--- config.mk ---
export PLATFORM = sky130hd
export DESIGN_NAME = ram_4x16_arbiter
export DESIGN_NICKNAME = d
export VERILOG_FILES = /design/src/rtl/ram_4x16_arbiter.sv
export SDC_FILE = /design/constraint.sdc
export NUM_CORES = 1
export LEC_CHECK = 0
export BUFFER_PORTS_ARGS = -buffer_cell sky130_fd_sc_hd__buf_2
export CAP_MARGIN = 0
export CORE_ASPECT_RATIO = 1.4
export CORE_MARGIN = 4
export CORE_UTILIZATION = 30
export DETAILED_ROUTE_END_ITERATION = 10
export MAX_ROUTING_LAYER = met4
export PLACE_DENSITY = 0.64
export RECOVER_POWER = 100
export SYNTH_ARGS = -nofsm -noshare
export SYNTH_HDL_FRONTEND = slang
export SYNTH_SLANG_ARGS = --single-unit
--- constraint.sdc ---
create_clock -name clk -period 1.5 [get_ports clk]
set_input_delay 0.075 -clock clk [delete_from_list [all_inputs] [get_ports clk]]
set_output_delay 0.075 -clock clk [all_outputs]
set_load 0.02 [all_outputs]
--- src/rtl/ram_4x16_arbiter.sv ---
`default_nettype none
// ============================================================================
// Module   : ram_4x16_arbiter
// Purpose  : Round-robin access controller that serialises single-word
//            read/write transactions from two requesters onto the single
//            rw/addr/data port of a 4 x 16 RAM, returning read data with a
//            one-cycle ack pulse.
// Ports    : clk                      system clock
//            clr                      asynchronous active-low reset
//            req0/1, we0/1            request and write-select per port
//            addr0/1, wdata0/1        address and write data per port
//            ack0/1, rdata0/1         completion pulse and read result
//            ram_rw/addr/din          RAM control port (driven only here)
//            ram_dout                 RAM read data
//            busy                     high whenever the FSM is not IDLE
// Config   : RAM_4X16_ARB_INIT_EN     when defined, the RAM is cleared to
//                                     zero after reset before any grant
// Revision : 1.0  initial release
// ============================================================================
module ram_4x16_arbiter #(
    parameter int DATA_W = 16,
    parameter int ADDR_W = 2
) (
    input  logic              clk,
    input  logic              clr,
    input  logic              req0,
    input  logic              req1,
    input  logic              we0,
    input  logic              we1,
    input  logic [ADDR_W-1:0] addr0,
    input  logic [ADDR_W-1:0] addr1,
    input  logic [DATA_W-1:0] wdata0,
    input  logic [DATA_W-1:0] wdata1,
    output logic              ack0,
    output logic              ack1,
    output logic [DATA_W-1:0] rdata0,
    output logic [DATA_W-1:0] rdata1,
    output logic              ram_rw,
    output logic [ADDR_W-1:0] ram_addr,
    output logic [DATA_W-1:0] ram_din,
    input  logic [DATA_W-1:0] ram_dout,
    output logic              busy
);

    typedef enum logic [1:0] {
        ST_INIT   = 2'd0,
        ST_IDLE   = 2'd1,
        ST_ACCESS = 2'd2,
        ST_HOLD   = 2'd3
    } state_t;

`ifdef RAM_4X16_ARB_INIT_EN
    localparam state_t RESET_STATE = ST_INIT;
`else
    localparam state_t RESET_STATE = ST_IDLE;
`endif

    state_t              state;
    state_t              state_nxt;
    logic                last;        // port granted most recently
    logic                win;         // port owning the current transaction
    logic                lat_we;
    logic [ADDR_W-1:0]   lat_addr;
    logic [DATA_W-1:0]   lat_din;
    logic                elig0;
    logic                elig1;
    logic                grant;
    logic                grant_port;

`ifdef RAM_4X16_ARB_INIT_EN
    logic [ADDR_W-1:0]   init_cnt;
`endif

    // The req still held during the ack cycle belongs to the transaction
    // being acknowledged, so it must not be granted again.
    assign elig0 = req0 & ~ack0;
    assign elig1 = req1 & ~ack1;

    always_comb begin
        state_nxt  = state;
        grant      = 1'b0;
        grant_port = 1'b0;
        ram_rw     = 1'b0;
        ram_addr   = lat_addr;
        case (state)
            ST_IDLE: begin
                if (elig0 | elig1) begin
                    grant      = 1'b1;
                    // On a tie the port not served last wins.
                    grant_port = (elig0 & elig1) ? ~last : elig1;
                    state_nxt  = ST_ACCESS;
                end
            end
            ST_ACCESS: begin
                ram_rw    = lat_we;
                state_nxt = ST_HOLD;
            end
            ST_HOLD: begin
                state_nxt = ST_IDLE;
            end
`ifdef RAM_4X16_ARB_INIT_EN
            ST_INIT: begin
                // Gated by clr so the write strobe is low while reset is
                // held, yet active in the very first cycle after release.
                ram_rw   = clr;
                ram_addr = init_cnt;
                if (init_cnt == {ADDR_W{1'b1}}) begin
                    state_nxt = ST_IDLE;
                end
            end
`endif
            default: begin
                state_nxt = ST_IDLE;
            end
        endcase
    end

    // ram_din is zero throughout INIT because lat_din is untouched there.
    assign ram_din = lat_din;
    assign busy    = (state != ST_IDLE);

    always_ff @(posedge clk or negedge clr) begin
        if (!clr) begin
            state <= RESET_STATE;
        end else begin
            state <= state_nxt;
        end
    end

    always_ff @(posedge clk or negedge clr) begin
        if (!clr) begin
            last     <= 1'b1;
            win      <= 1'b0;
            lat_we   <= 1'b0;
            lat_addr <= '0;
            lat_din  <= '0;
        end else if (grant) begin
            last     <= grant_port;
            win      <= grant_port;
            lat_we   <= grant_port ? we1    : we0;
            lat_addr <= grant_port ? addr1  : addr0;
            lat_din  <= grant_port ? wdata1 : wdata0;
`ifdef RAM_4X16_ARB_INIT_EN
        end else if (state == ST_INIT && init_cnt == {ADDR_W{1'b1}}) begin
            // Leave the last cleared address on the bus in IDLE.
            lat_addr <= init_cnt;
`endif
        end
    end

`ifdef RAM_4X16_ARB_INIT_EN
    always_ff @(posedge clk or negedge clr) begin
        if (!clr) begin
            init_cnt <= '0;
        end else if (state == ST_INIT) begin
            init_cnt <= init_cnt + 1'b1;
        end
    end
`endif

    // Completion: ack pulses for one cycle after HOLD; read data is taken
    // from the RAM on the same edge, a full cycle after ram_addr settled.
    always_ff @(posedge clk or negedge clr) begin
        if (!clr) begin
            ack0   <= 1'b0;
            ack1   <= 1'b0;
            rdata0 <= '0;
            rdata1 <= '0;
        end else begin
            ack0 <= (state == ST_HOLD) & ~win;
            ack1 <= (state == ST_HOLD) &  win;
            if (state == ST_HOLD && !lat_we) begin
                if (win) begin
                    rdata1 <= ram_dout;
                end else begin
                    rdata0 <= ram_dout;
                end
            end
        end
    end

endmodule
`default_nettype wire

# ---- Yosys cells after proc, flatten, opt, wreduce, memory -nomap -nowiden
# Index checks and enable logic that the tools add are counted.
dict set report word_totals {
  regBits 57
  in_bits 58
  elab_cells 40
}
dict set report op_classes {
  n_eq_ne 5
  mux 11
  n_bitwise 10
  n_reduce_logical 4
}
# cell n
set ops {}
lappend ops {{$mux 16} 1}
lappend ops {{$mux 1} 7}
lappend ops {{$and 1x1->1} 5}
lappend ops {{$eq 2x2->1 const B} 2}
lappend ops {{$mux 2} 2}
lappend ops {{$not 1->1} 4}
lappend ops {{$pmux 2 s2} 1}
lappend ops {{$reduce_and 2->1} 2}
lappend ops {{$eq 2x1->1 const B} 1}
lappend ops {{$ne 2x1->1 const B} 1}
lappend ops {{$ne 2x2->1 const B} 1}
lappend ops {{$logic_and 1x1->1} 1}
lappend ops {{$logic_not 1->1} 1}
lappend ops {{$or 1x1->1} 1}

# ---- Depth between registers and ports, before layout
# Gate-level depths: netlist of run 1.
dict set report logic_depth {
  depth_word 7
  depth_mapped 7
  depth_no_buf 5
}

# ---- Least setup slack after synthesis of run 1
# No wires, ideal clock.
dict set report synth_timing {
  path_type {reg-to-reg}
  start {register state[0]}
  end {register rdata0[0]}
  arrival_time_ns 1.450
  slack_ns -0.075
  stages_incl_launch_ff 6
  path_buffers 2
  synth_period_minus_slack_ns 1.575
  path_cell_list {dfstp_2 > ha_1 > and3_1 > buf_6 > buf_8 > mux2_4}
}
dict set report synth_via {
  elab_chain_cells 3
}
# item line_no
set synth_rtl {}
lappend synth_rtl {{from (decl)} 58} ;# state_t state;
lappend synth_rtl {{from (signal assigned)} 126} ;# state <= state_nxt;
lappend synth_rtl {{$eq 2x2->1} 172} ;# if (state == ST_HOLD && !lat_we) begin
lappend synth_rtl {{$logic_and 1x1->1} 172}
lappend synth_rtl {{$reduce_and 2->1 (no line)} n/a}
lappend synth_rtl {{to (signal assigned)} 176} ;# rdata0 <= ram_dout;
lappend synth_rtl {{to (decl)} 36} ;# output logic [DATA_W-1:0] rdata0,
# No other way between the ends.
# A chain may end at the register's enable or synchronous reset.

# ---- Worst setup path in the final report of run 1
dict set report layout_timing {
  start {register state[0]}
  end {register rdata0[1]}
}
# The elaborated chain is that of the path after synthesis.

==> results.cfg, run 1 <==
[placement]
io_buffer_count = 111
dpl_cell_area_mm2 = 0.00370
place_congestion = 0.748
dp_hpwl_um = 5150

[synth]
synth.top_cell.area_share_pct = 47.4
yosys.area.top_type = dfrtp_1
yosys.area_share.simple_pct = 7.20
synthXorXnorAreaFrac_pct = 0
synth_compound_area_share_pct = 19.6
ys.flop_type = dfrtp_1
synth_top_family_by_area = compound AO/OA/AOI/OAI gates
synthesis.area_mm2 = 0.00290
synth_fp_nets = 272
synth-edff-count = 0
yosys-top-cells-area = dfrtp_1 47%, a2111oi_4 9.5%, mux2_2 8.5%
ys_ff_latch = 57
synth_cell_types = 33
syn_area_per_cell_um2 = 13.8
synth_mux_area_share_pct = 14.4
seq_area_frac_synth_pct = 49.2
postSynthCellCount = 210
synth_fa_ha_area_share_pct = 1.72
ys_warn_count = 0
synthArstFlopShare_pct = 100

[timing]
rsz0062_at_grt = yes
hold_ws_ns = 0.0114
tightest_slew_ns = 0.826
fin_ws_ns = -0.0541
fin_skew_ns = 0.0114
fmax_ghz = 0.643
slew_headroom_pct = 45.0
setup_viol = 35
drv_slew = 0
hold_violations = 0
period_share_pct = 104
fin_crit_ns = 1.55
fin_tns_setup_ns = -0.956

[outcome]
status = finished with violations
violations = negative setup slack

[worst_setup_path]
start_kind = flip-flop
slowest_delay_ns = 0.60
worstPathArrival_ns = 1.76
worst_r2r_path_depth = 4
cp_data_required_time_ns = 1.70
crit_chain = ha_4 -> and3_4 -> buf_6 -> mux2_4
end_kind = flip-flop
worstPathMaxFanout = 5
crit_type = reg -> reg
slowest_stage = dfstp_2

[global_route]
grt_pass1_vias = 2628
track_usage_pct = 15.2
grt_pass1_wl_um = 13400
gr-total-overflow = 0
antenna_found_initial = 0
grt_start_max_net_pins = 58

[min_path]
holdCritPathClass = in -> reg
whs_path_depth = 2

[floorplan]
initial_utilization_pct = 30.7
io_pins = 112
num_rows = 42
die-area_mm2 = 0.0113
die_width_um = 91.2
core_mm2 = 0.00946
chipHeight_um = 124

[layout]
final_cell_area_mm2 = 0.00462
layout_common_cells = 57 x buf_2, 55 x dfrtp_1, 52 x clkbuf_1
area_growth_pct = 59.2
fill_cells = 848
nets = 414
diodes = 0
final_util_pct = 48.9
layout-drive-gt1-share_pct = 54.9
mostFrequentLayoutCell = buf_2

[clock_tree]
clockBufferDepth = 2
cts_htree_levels = 3
cts_sinks = 57
cts_inserted_buffers = 9
insertion_delay_ns = 0.33
cts.clk_slew.worst_paths_ns = 0.05
clockRootBuffer = clkbuf_16
cts_tree = built

[pwr]
p_leak_nw = 1.89
pwr_density_cell_mw_per_mm2 = 2320
p_total_mw = 10.7
irDropWorstVdd_uv = 1110

[route]
postRouteAntennaNets = 0
drt_wl_total_um = 8230
drt_iter0_drc = 22
vias = 2287
via_per_inst = 4.90
dr.pass1.iters = 5
wl_per_cell_um = 17.6
route.detailed.drc = 0

[flow_run]
maxCapViolations = 0
==> per-layer routing <==
layer  vias to the layer above  global-route usage, %  part of all wire (%)
met5                         -                      -                     0
met4                         0                   5.24                   1.2
met3                        11                   3.20                   5.2
met2                        75                   26.5                    54
met1                      1136                   17.0                    40
li1                       1065                      -                     -
==> flip-flops by register name, summed over array words and instances, names as in the netlist <==
register and count:
state 2, ram_din 16, ack1 1, ram_addr 2, win 1, last 1, rdata1 16, lat_we 1
ack0 1, rdata0 16
==> final cells by class <==
| type | count | area (µm²) | share of cell area, % |
|---|---|---|---|
| clock buffer | 9 | 225 | 4.87 |
| clock inverter | 7 | 101 | 2.19 |
| inverter | 24 | 95.1 | 2.06 |
| multi-input combinational | 110 | 1630 | 35.3 |
| sequential | 57 | 1430 | 30.9 |
| tap | 110 | 138 | 2.98 |
| timing repair buffer | 150 | 1010 | 21.8 |
==> what timing repair did <==
| action | 4_1_cts | 5_1_grt |
|---|---|---|
| endpoints found under the hold margin | 76 | 1 |
| endpoints found under the setup margin | 36 | 53 |
| hold buffers | 14 | 1 |
| cloned | 2 | 1 |
| setup buffers | 5 | 0 |
| gates resized for setup | 65 | 14 |
| pin swaps | 3 | 2 |
==> power by group <==
group          internal [mW]  leakage [nW]  switching [mW]
clock network           1.47         0.153           0.764
logic                   2.42          1.08            3.25
registers               2.34         0.656           0.464
==> final timing paths <==
kind / slack (ns) / startpoint / to
max: -0.05 / state[0]$_DFFE_PN1P_ / rdata0[1]$_DFFE_PN0P_
min: 0.01 / ram_dout[7] / rdata0[7]$_DFFE_PN0P_
max reg2reg: -0.05 / state[0]$_DFFE_PN1P_ / rdata0[1]$_DFFE_PN0P_
min reg2reg: 0.50 / rdata1[4]$_DFFE_PN0P_ / rdata1[4]$_DFFE_PN0P_
max in group asynchronous: 0.47 / clr / ram_din[8]$_DFFE_PN0P_
min in group asynchronous: 0.48 / clr / ram_din[1]$_DFFE_PN0P_
==> critical path: cells and delay by family, from the launching register on <==
kind	cells	cell delay, ns
multiplexers	1	0.29
adder cells (fa/ha/maj)	1	0.16
buffers and inverters	1	0.15
flip-flops	1	0.60
AND/OR/NAND/NOR	1	0.24
==> synth_stat cells, types with 6 or more instances <==
library cell  instances
inv_1                24
dfrtp_1              55
mux2_4               10
a211oi_1              9
a2111oi_0             9
clkbuf_1              6
mux2_2               22
a2111oi_4            10
a211oi_2             10
nor4_1               19
==> metrics by stage <==
stage          setup slack (ns)  instances
6_report                -0.0541        467
5_1_grt                  -0.103        467
4_1_cts                 -0.0454        465
3_5_place_dp            -0.0818        428
3_3_place_gp            -0.0332        428
2_1_floorplan           -0.0250        210
==> kinds of logic after synthesis <==
group | Yosys count
flops | 57
buf+inv | 43
compound gates | 42
mux | 34
simple gates | 30
fa+ha+maj | 4
Note: power is estimated with default switching activity, not from simulation.
==> run 2, diff against run 1 <==
Settings changed: CORE_UTILIZATION 30 to 44, PLACE_DENSITY 0.64 to 0.85.
==> run 2 against run 1 <==
Effect of this change: die area decreased by 30%; first-iteration DRC count grew to 5.5 times the previous value; sequential share of layout area increased by 0.82 points; the flow still finishes with violations (negative setup slack).
==> results.cfg, run 2 (synthesis gave the netlist of run 1 again) <==
[timing]
rsz0062_at_grt = yes
fin_skew_ns = 0.0118
period_share_pct = 105
slew_headroom_pct = 57.5
tightest_slew_ns = 0.638
hold_violations = 0
fin_tns_setup_ns = -1.23
fmax_ghz = 0.636
setup_viol = 39
fin_crit_ns = 1.57
fin_ws_ns = -0.0723
drv_slew = 0

[clock_tree]
insertion_delay_ns = 0.34
cts_htree_levels = 3
cts_tree = built
cts_inserted_buffers = 9
cts.clk_slew.worst_paths_ns = 0.08
clockBufferDepth = 2
clockRootBuffer = clkbuf_8
cts_sinks = 57

[worst_setup_path]
cp_data_required_time_ns = 1.71
crit_type = reg -> reg
worstPathMaxFanout = 9
end_kind = flip-flop
worstPathArrival_ns = 1.78
start_kind = flip-flop

[floorplan]
die_width_um = 76.7
chipHeight_um = 104
core_mm2 = 0.00630
die-area_mm2 = 0.00798
io_pins = 112
num_rows = 34
initial_utilization_pct = 46.1

[flow_run]
maxCapViolations = 0

[layout]
nets = 429
mostFrequentLayoutCell = buf_2
diodes = 0
area_growth_pct = 55.1
final_cells = 444
layout-drive-gt1-share_pct = 55.6
final_util_pct = 71.6
layout_common_cells = 59 x buf_2, 55 x dfrtp_1, 51 x clkbuf_1

[placement]
dpl.cell_count = 399
place_congestion = 0.804
io_buffer_count = 111
dp_hpwl_um = 5180

[route]
wl_met3_um = 647
wl_met1_um = 3490
via_per_inst = 5.66
drt_wl_total_um = 9360
route.detailed.drc = 0
dr.pass1.iters = 4
postRouteAntennaNets = 0
vias = 2513
drt_iter0_drc = 121
met2_length_um = 5050
wl_per_cell_um = 21.1
maxUsedRoutingLayer = met4

[outcome]
status = finished with violations
violations = negative setup slack

[global_route]
antenna_found_initial = 0
track_usage_pct = 21.4
grt_start_max_net_pins = 28
gr-total-overflow = 0
grt_pass1_vias = 2672
grt_pass1_wl_um = 13400

[pwr]
irDropWorstVdd_uv = 1600
p_leak_nw = 1.94
pwr_density_cell_mw_per_mm2 = 2280

[min_path]
holdCritPathClass = in -> reg
-- run 2: cell count changes in the layout (fill, tap and decap cells not counted), moves of 5 or more --
cell | before | now
buf_4 | 8 | 18
nor4_4 | 11 | 4
mux2_4 | 17 | 32
buf_12 | 8 | 3
mux2_2 | 15 | 0
clkbuf_8 | 0 | 9
nor4_2 | 5 | 10
buf_6 | 6 | 13
clkbuf_16 | 10 | 0
-- run 2: report_power, final --
part           total [mW]  switching, mW  internal (mW)
combinational        5.90           3.33           2.57
clock                1.50          0.716          0.780
sequential           2.87          0.527           2.34
total                10.3           4.57           5.69
-- run 2: layout make-up --
class                           count  area [µm²]
Inverter                           24        97.6
Clock buffer                        9         124
Fill cell                         418        1790
Multi-Input combinational cell    110        1640
Timing Repair Buffer              165        1050
Sequential cell                    57        1430
Tap cell                           72        90.1
Clock inverter                      7        78.8
-- run 2: path summary, 6_finish.rpt --
| path | cells past startpoint | slack [ns] | start | end |
|---|---|---|---|---|
| setup reg to reg | 5 | -0.07 | state[0]$_DFFE_PN1P_ | ram_din[13]$_DFFE_PN0P_ |
| hold reg to reg | 1 | 0.51 | rdata1[10]$_DFFE_PN0P_ | rdata1[10]$_DFFE_PN0P_ |
| min in group asynchronous | 2 | 0.24 | clr | ram_din[14]$_DFFE_PN0P_ |
| max in group asynchronous | 3 | 0.23 | clr | rdata1[15]$_DFFE_PN0P_ |
| hold / removal | 3 | 0.03 | wdata1[10] | ram_din[10]$_DFFE_PN0P_ |
| setup / recovery | 5 | -0.07 | state[0]$_DFFE_PN1P_ | ram_din[13]$_DFFE_PN0P_ |
-- run 2: timing repair --
action | 4_1_cts | 5_1_grt
pin swaps | 1 | 0
endpoints found under the hold margin | 47 | 0
setup buffers | 8 | 4
setup endpoints to repair | 37 | 53
hold buffers | 17 | 0
gates resized for setup | 47 | 55
gates cloned | 0 | 0
-- run 2: per-layer routing --
metal,GRT usage [%],vias up
met3,5.46,22
met1,24.5,1259
met2,36.0,139
li1,-,1093
met5,-,-
met4,7.64,0
-- run 2: stage by stage --
step                      worst slack (ns)  instance area, µm²  hold WS (ns)  power, mW
after floorplan                    -0.0250                2930        -0.221       5.94
after global routing                -0.136                4510        0.0342       10.8
after CTS                          -0.0709                4280        0.0191       9.62
final                              -0.0723                4510        0.0331       10.3
after global placement              -0.112                3670        0.0720       7.39
after detailed placement            -0.181                3670        0.0781       7.55
-- run 2: worst max-delay path, cell delays in order (launching register included) --
cell and delay [ns]:
dfstp_2 0.60, ha_4 0.18, inv_6 0.06, buf_12 0.14, nor4_1 0.41, a211oi_2 0.06
